===== src/rtl/univ_shift_reg.sv =====
// Universal W-bit shift register: hold, logical/arithmetic shift, rotate and load,
// plus a burst engine that runs a programmed number of single-bit steps on its own.
module univ_shift_reg #(
   parameter int W  = 8,
   parameter int AW = 4
) (
   input  logic          Clk,
   input  logic          Rst,
   input  logic          En,
   input  logic [2:0]    Mode,
   input  logic          SerR,
   input  logic          SerL,
   input  logic [W-1:0]  D,
   input  logic          Start,
   input  logic [AW-1:0] Amt,
   output logic [W-1:0]  Q,
   output logic          SoR,
   output logic          SoL,
   output logic          Busy,
   output logic          Done
);

   typedef enum logic {
      IDLE,
      RUN
   } state_t;

   localparam logic [AW-1:0] FullCount = AW'(W);

   state_t        state;
   logic [2:0]    burstMode;
   logic [AW-1:0] count;
   logic [AW-1:0] clampedAmt;
   logic          startValid;

   // One step of the selected operation; modes 0 and 7 leave the register alone.
   function automatic logic [W-1:0] stepOnce(
      input logic [2:0]   op,
      input logic [W-1:0] cur,
      input logic         sr,
      input logic         sl,
      input logic [W-1:0] ld
   );
      logic [W-1:0] nxt;
      nxt = cur;
      case (op)
         3'd1:    nxt = {sr, cur[W-1:1]};
         3'd2:    nxt = {cur[W-2:0], sl};
         3'd3:    nxt = {cur[0], cur[W-1:1]};
         3'd4:    nxt = {cur[W-2:0], cur[W-1]};
         3'd5:    nxt = {cur[W-1], cur[W-1:1]};
         3'd6:    nxt = ld;
         default: nxt = cur;
      endcase
      return nxt;
   endfunction

   // Only shift/rotate modes can be bursted; a Start with hold/load falls through to En.
   assign startValid = Start && (Mode >= 3'd1) && (Mode <= 3'd5);
   assign clampedAmt = (Amt > FullCount) ? FullCount : Amt;

   assign SoR = Q[0];
   assign SoL = Q[W-1];

   // All state advances on the falling clock edge, reset included.
   always_ff @(negedge Clk) begin
      if (Rst) begin
         state     <= IDLE;
         Q         <= '0;
         count     <= '0;
         burstMode <= 3'd0;
         Busy      <= 1'b0;
         Done      <= 1'b0;
      end else begin
         case (state)
            IDLE: begin
               Done <= 1'b0;
               if (startValid) begin
                  burstMode <= Mode;
                  count     <= clampedAmt;
                  if (clampedAmt != '0) begin
                     state <= RUN;
                     Busy  <= 1'b1;
                  end else begin
                     Done <= 1'b1;
                  end
               end else if (En) begin
                  Q <= stepOnce(Mode, Q, SerR, SerL, D);
               end
            end
            RUN: begin
               Q     <= stepOnce(burstMode, Q, SerR, SerL, D);
               count <= count - 1'b1;
               if (count == {{(AW-1){1'b0}}, 1'b1}) begin
                  state <= IDLE;
                  Busy  <= 1'b0;
                  Done  <= 1'b1;
               end
            end
            default: begin
               state <= IDLE;
               Busy  <= 1'b0;
               Done  <= 1'b0;
            end
         endcase
      end
   end

endmodule


===== config.mk =====
export PLATFORM = sky130hd
export DESIGN_NAME = univ_shift_reg
export DESIGN_NICKNAME = d
export VERILOG_FILES = /design/src/rtl/univ_shift_reg.sv
export SDC_FILE = /design/constraint.sdc
export NUM_CORES = 1
export LEC_CHECK = 0
export BUFFER_PORTS_ARGS = -buffer_cell sky130_fd_sc_hd__buf_2
export CORE_ASPECT_RATIO = 2
export CORE_MARGIN = 3
export CORE_UTILIZATION = 30
export DETAILED_ROUTE_END_ITERATION = 8
export PLACE_DENSITY = 0.62
export SLEW_MARGIN = 20
export SYNTH_ARGS = -nofsm -noshare
export SYNTH_HDL_FRONTEND = slang
export SYNTH_SLANG_ARGS = --single-unit

===== constraint.sdc =====
create_clock -name Clk -period 2.45 [get_ports Clk]
set_input_delay 0.6125 -clock Clk [delete_from_list [all_inputs] [get_ports Clk]]
set_output_delay 0.6125 -clock Clk [all_outputs]
set_load 0.01 [all_outputs]

* Word level (Yosys, flattened, before mapping) *
Index checks and enable logic that the tools add are counted.

cells by class
  equal/unequal tests = 24
  reduce and logical (&&, ||, !) cells = 7
  bitwise gates (word level) = 1
  $lt $le $gt $ge = 3
  multiplexer cells = 20
  add/sub/neg operators = 1

operator list
  operator                                                            number
  one-hot mux 8 bit (6 select lines)                                  2
  == test 3 bit (second input constant)                               6
  two-way mux 8 bit                                                   2
  one-hot mux 8 bit (2 select lines)                                  1
  != test 7 x 1 -> 1 bit (second input constant)                      2
  == test 3 x 2 -> 1 bit (second input constant)                      4
  != test 2 bit (second input constant)                               6
  != test 6 x 1 -> 1 bit (second input constant)                      2
  two-way mux 1 bit                                                   9
  two-way mux 4 bit                                                   2
  one-hot mux 4 bit (2 select lines)                                  1
  == test 3 x 1 -> 1 bit (second input constant)                      2
  one-hot mux 1 bit (2 select lines)                                  3
  AND reduction 6 bit                                                 1
  == test 4 x 1 -> 1 bit (second input constant)                      1
  greater-than comparator 4 bit (second input constant)               1
  AND reduction 4 bit                                                 1
  nonzero test 4 bit                                                  1
  subtractor 4 x 1 -> 4 bit (second input constant)                   1
  greater-or-equal comparator 3 x 1 -> 1 bit (second input constant)  1
  <= comparator 3 bit (second input constant)                         1
  AND reduction 3 bit                                                 1
  logical AND 1 bit                                                   2
  != test 2 x 1 -> 1 bit (second input constant)                      1
  2 further kinds                                                     2

storage, ports and cells
  bits in registers = 18
  logic and storage cells = 63
  output and inout port bits = 12
  bits of input ports = 21

* Longest topological paths before layout *
  depth after elaboration = 6
  gate-level depth with buffers = 6
  depth with buffers taken out = 6

==> flow_summary.toml <==
[timing]
fin_skew_ns = 0.0124
finalWorstSetupSlack_ns = -0.347
tns_ns = -5.77
finalMaxSlewViolations = 0
worstMarginPinSlew_ns = 0.483
hold_viol_final = 0
relSlewSlack = 0.677
setup_violations = 30
rsz0062_at_grt = "yes"

[critical_path]
crit_chain = "buf_6 > o21bai_4 > a2111o_1 > and3b_2 > a32o_1"
crit_required_ns = 1.44
cp-start-kind = "input pin"
r2r.worst_path.cells = 5
path_class = "in2reg"
cp-end-kind = "flop"
crit_path_max_fanout = 7
arrival_ns = 1.79
crit_slowest_cell = "a2111o_1"
max_stage_delay_ns = 0.40

[power]
ir_worst_vdd_uv = 323
p_leak_nw = 0.977
power_density_mw_per_mm2 = 471

[floorplan]
die_y_um = 102
fp-row-count = 34
start_util = 0.315
die_area_mm2 = 0.00549
core_mm2 = 0.00438
ios = 33
die_w_um = 53.9

[clocking]
cts_root_buffer = "clkbuf_8"
cts_tree = "built"
cts_max_path_buffers = 2
cts_made_buffers = 3
h-tree-depth = 1
clk_latency_ns = 0.34
clk_pin_slew_worst_paths_ns = 0.03
cts.sinks = 18

[finish]
num_antenna_cells = 0
final_util = 0.498
area_growth_pct = 58.3
final_net_count = 259
fin_cells = 289
drive_gt1_frac = 0.477

[synth]
yosys.area.top_type_share = 0.261
syn_inst = 164
synth_seq_area_share = 0.261
synthArstFlopShare = 0
synth-seq-cells = 18
synth_cell_types = 45
synthTopCellsByArea = "dfxtp_1 (26%), a221oi_1 (7.0%), a32o_1 (5.1%)"
synth_top_area_cell = "dfxtp_1"
synth_area_mm2 = 0.00138
synth_area_per_cell_um2 = 8.41
synth_nets = 187
synth_flop_cell = "dfxtp_1"
synth_most_common_cell = "dfxtp_1"
synth_edf_count = 0
synth_common_cells = "dfxtp_1 (18), nand2_1 (15), a221oi_1 (11)"
yosysWarnings = 0

[routing]
drtAntennaViolNets = 0
drt_pass1_iterations = 4
wl_mm = 4.49
post_drt_via_cell_ratio = 5.67
wire_per_inst_um = 15.5
vias = 1640
route.detailed.drc = 0
drtIter0Drc = 76

[min_path]
min_path_cells = 2
min_path_type = "reg2reg"

[global_routing]
top_usage_layer = "met2"
grt_overflow_total = 0
grt_max_degree = 15
track_usage = 0.175
antenna_found_initial = 0
grt_pass1_vias = 1627
met3_usage = 0.0482
use_met2 = 0.323
grt_first_pass_wirelength_mm = 7.25
grt_use_met1 = 0.162

[placed_design]
place_hpwl_mm = 3.26
post-place-cells = 259
io_buffers = 32
place_ws_ns = -0.782
globalplace.congestion = 0.769

[outcome]
violations = "negative setup slack"
status = "complete, but fails checks"

[run]
drv_cap = 0
## per-stage QoR
step,area (um^2),power [mW],hold WS (ns)
6_report,2180,1.03,0.472
5_1_grt,2180,1.11,0.497
4_1_cts,2100,1.02,0.459
3_5_place_dp,1740,0.669,0.449
3_3_place_gp,1740,0.666,0.445
2_1_floorplan,1460,0.583,0.469
## cells by family after synthesis
kind of cell	count (synthesis)	share of synthesized area
compound gates	62	0.357
xor+xnor	3	0.0191
fa+ha+maj	2	0.0181
buf+inv	21	0.0771
flops	18	0.261
mux	8	0.0617
simple gates	50	0.206
## layout by cell type (no fill, tap or decap), types with 2 or more instances in the layout
cell type and count:
a22oi_1 6, and3b_2 2, clkbuf_8 3, a21oi_1 3
o22ai_1 2, nand2_4 2, buf_6 20, a311oi_1 3
buf_2 14, o31ai_1 2, buf_4 28, a221o_1 2
dfxtp_1 8, nand2_1 12, a21oi_2 4, a311oi_2 2
o21ai_0 3, dfxtp_2 9, buf_8 2, a221oi_1 5
a221oi_2 6, nand3_1 2, or3b_4 3, mux2_2 3
xor2_1 3, inv_1 23, o21bai_1 8, a32o_1 7
nand2b_1 6, nor2b_1 2, mux2i_1 4, nor2_1 6
ha_1 2, or3_1 2
## worst paths after layout
check	endpoint	slack [ns]	start
worst min-delay path	Busy	0.47	Busy
worst min register to register	Busy	0.47	Busy
worst max register to register	Q[6]	0.56	state
worst max-delay path	Q[6]	-0.35	Start
## worst max-delay path, delay by kind of cell
kind                   cells  cell delay (ns)
and+or+nand+nor            1             0.30
AOI/OAI and AO/OA          3             0.78
buffers and inverters      1             0.09
## per-layer routing
layer	routed length, um	vias up	part of all wire
li1	-	785	-
met1	1480	788	0.33
met2	2600	53	0.58
met3	261	14	0.058
met4	141	0	0.031
met5	0	-	0
## registers in the layout, indices dropped and copies added, names as in the netlist
signal     flops
state          1
burstMode      3
Busy           1
Q              8
count          4
Done           1
## power by group
part | leakage, nW | internal, mW | switching, mW | total (mW)
combinational | 0.707 | 0.178 | 0.161 | 0.339
clock | 0.118 | 0.151 | 0.191 | 0.342
sequential | 0.152 | 0.317 | 0.0306 | 0.348
## cell type report
cell class / instances / area (um^2)
Clock inverter: 19 / 72.6
Timing Repair Buffer: 65 / 556
Tap cell: 54 / 67.6
Multi-Input combinational cell: 125 / 1050
Inverter: 5 / 18.8
Clock buffer: 3 / 41.3
Fill cell: 425 / 2200
Sequential cell: 18 / 375
## what timing repair did
item | CTS | global route
hold endpoints to repair | 0 | 0
pin swaps | 11 | 7
endpoints found under the setup margin | 30 | 30
resized for setup | 49 | 14
buffers inserted | 5 | 5
hold buffers | 0 | 0
Note: power is estimated with default switching activity, not from simulation.
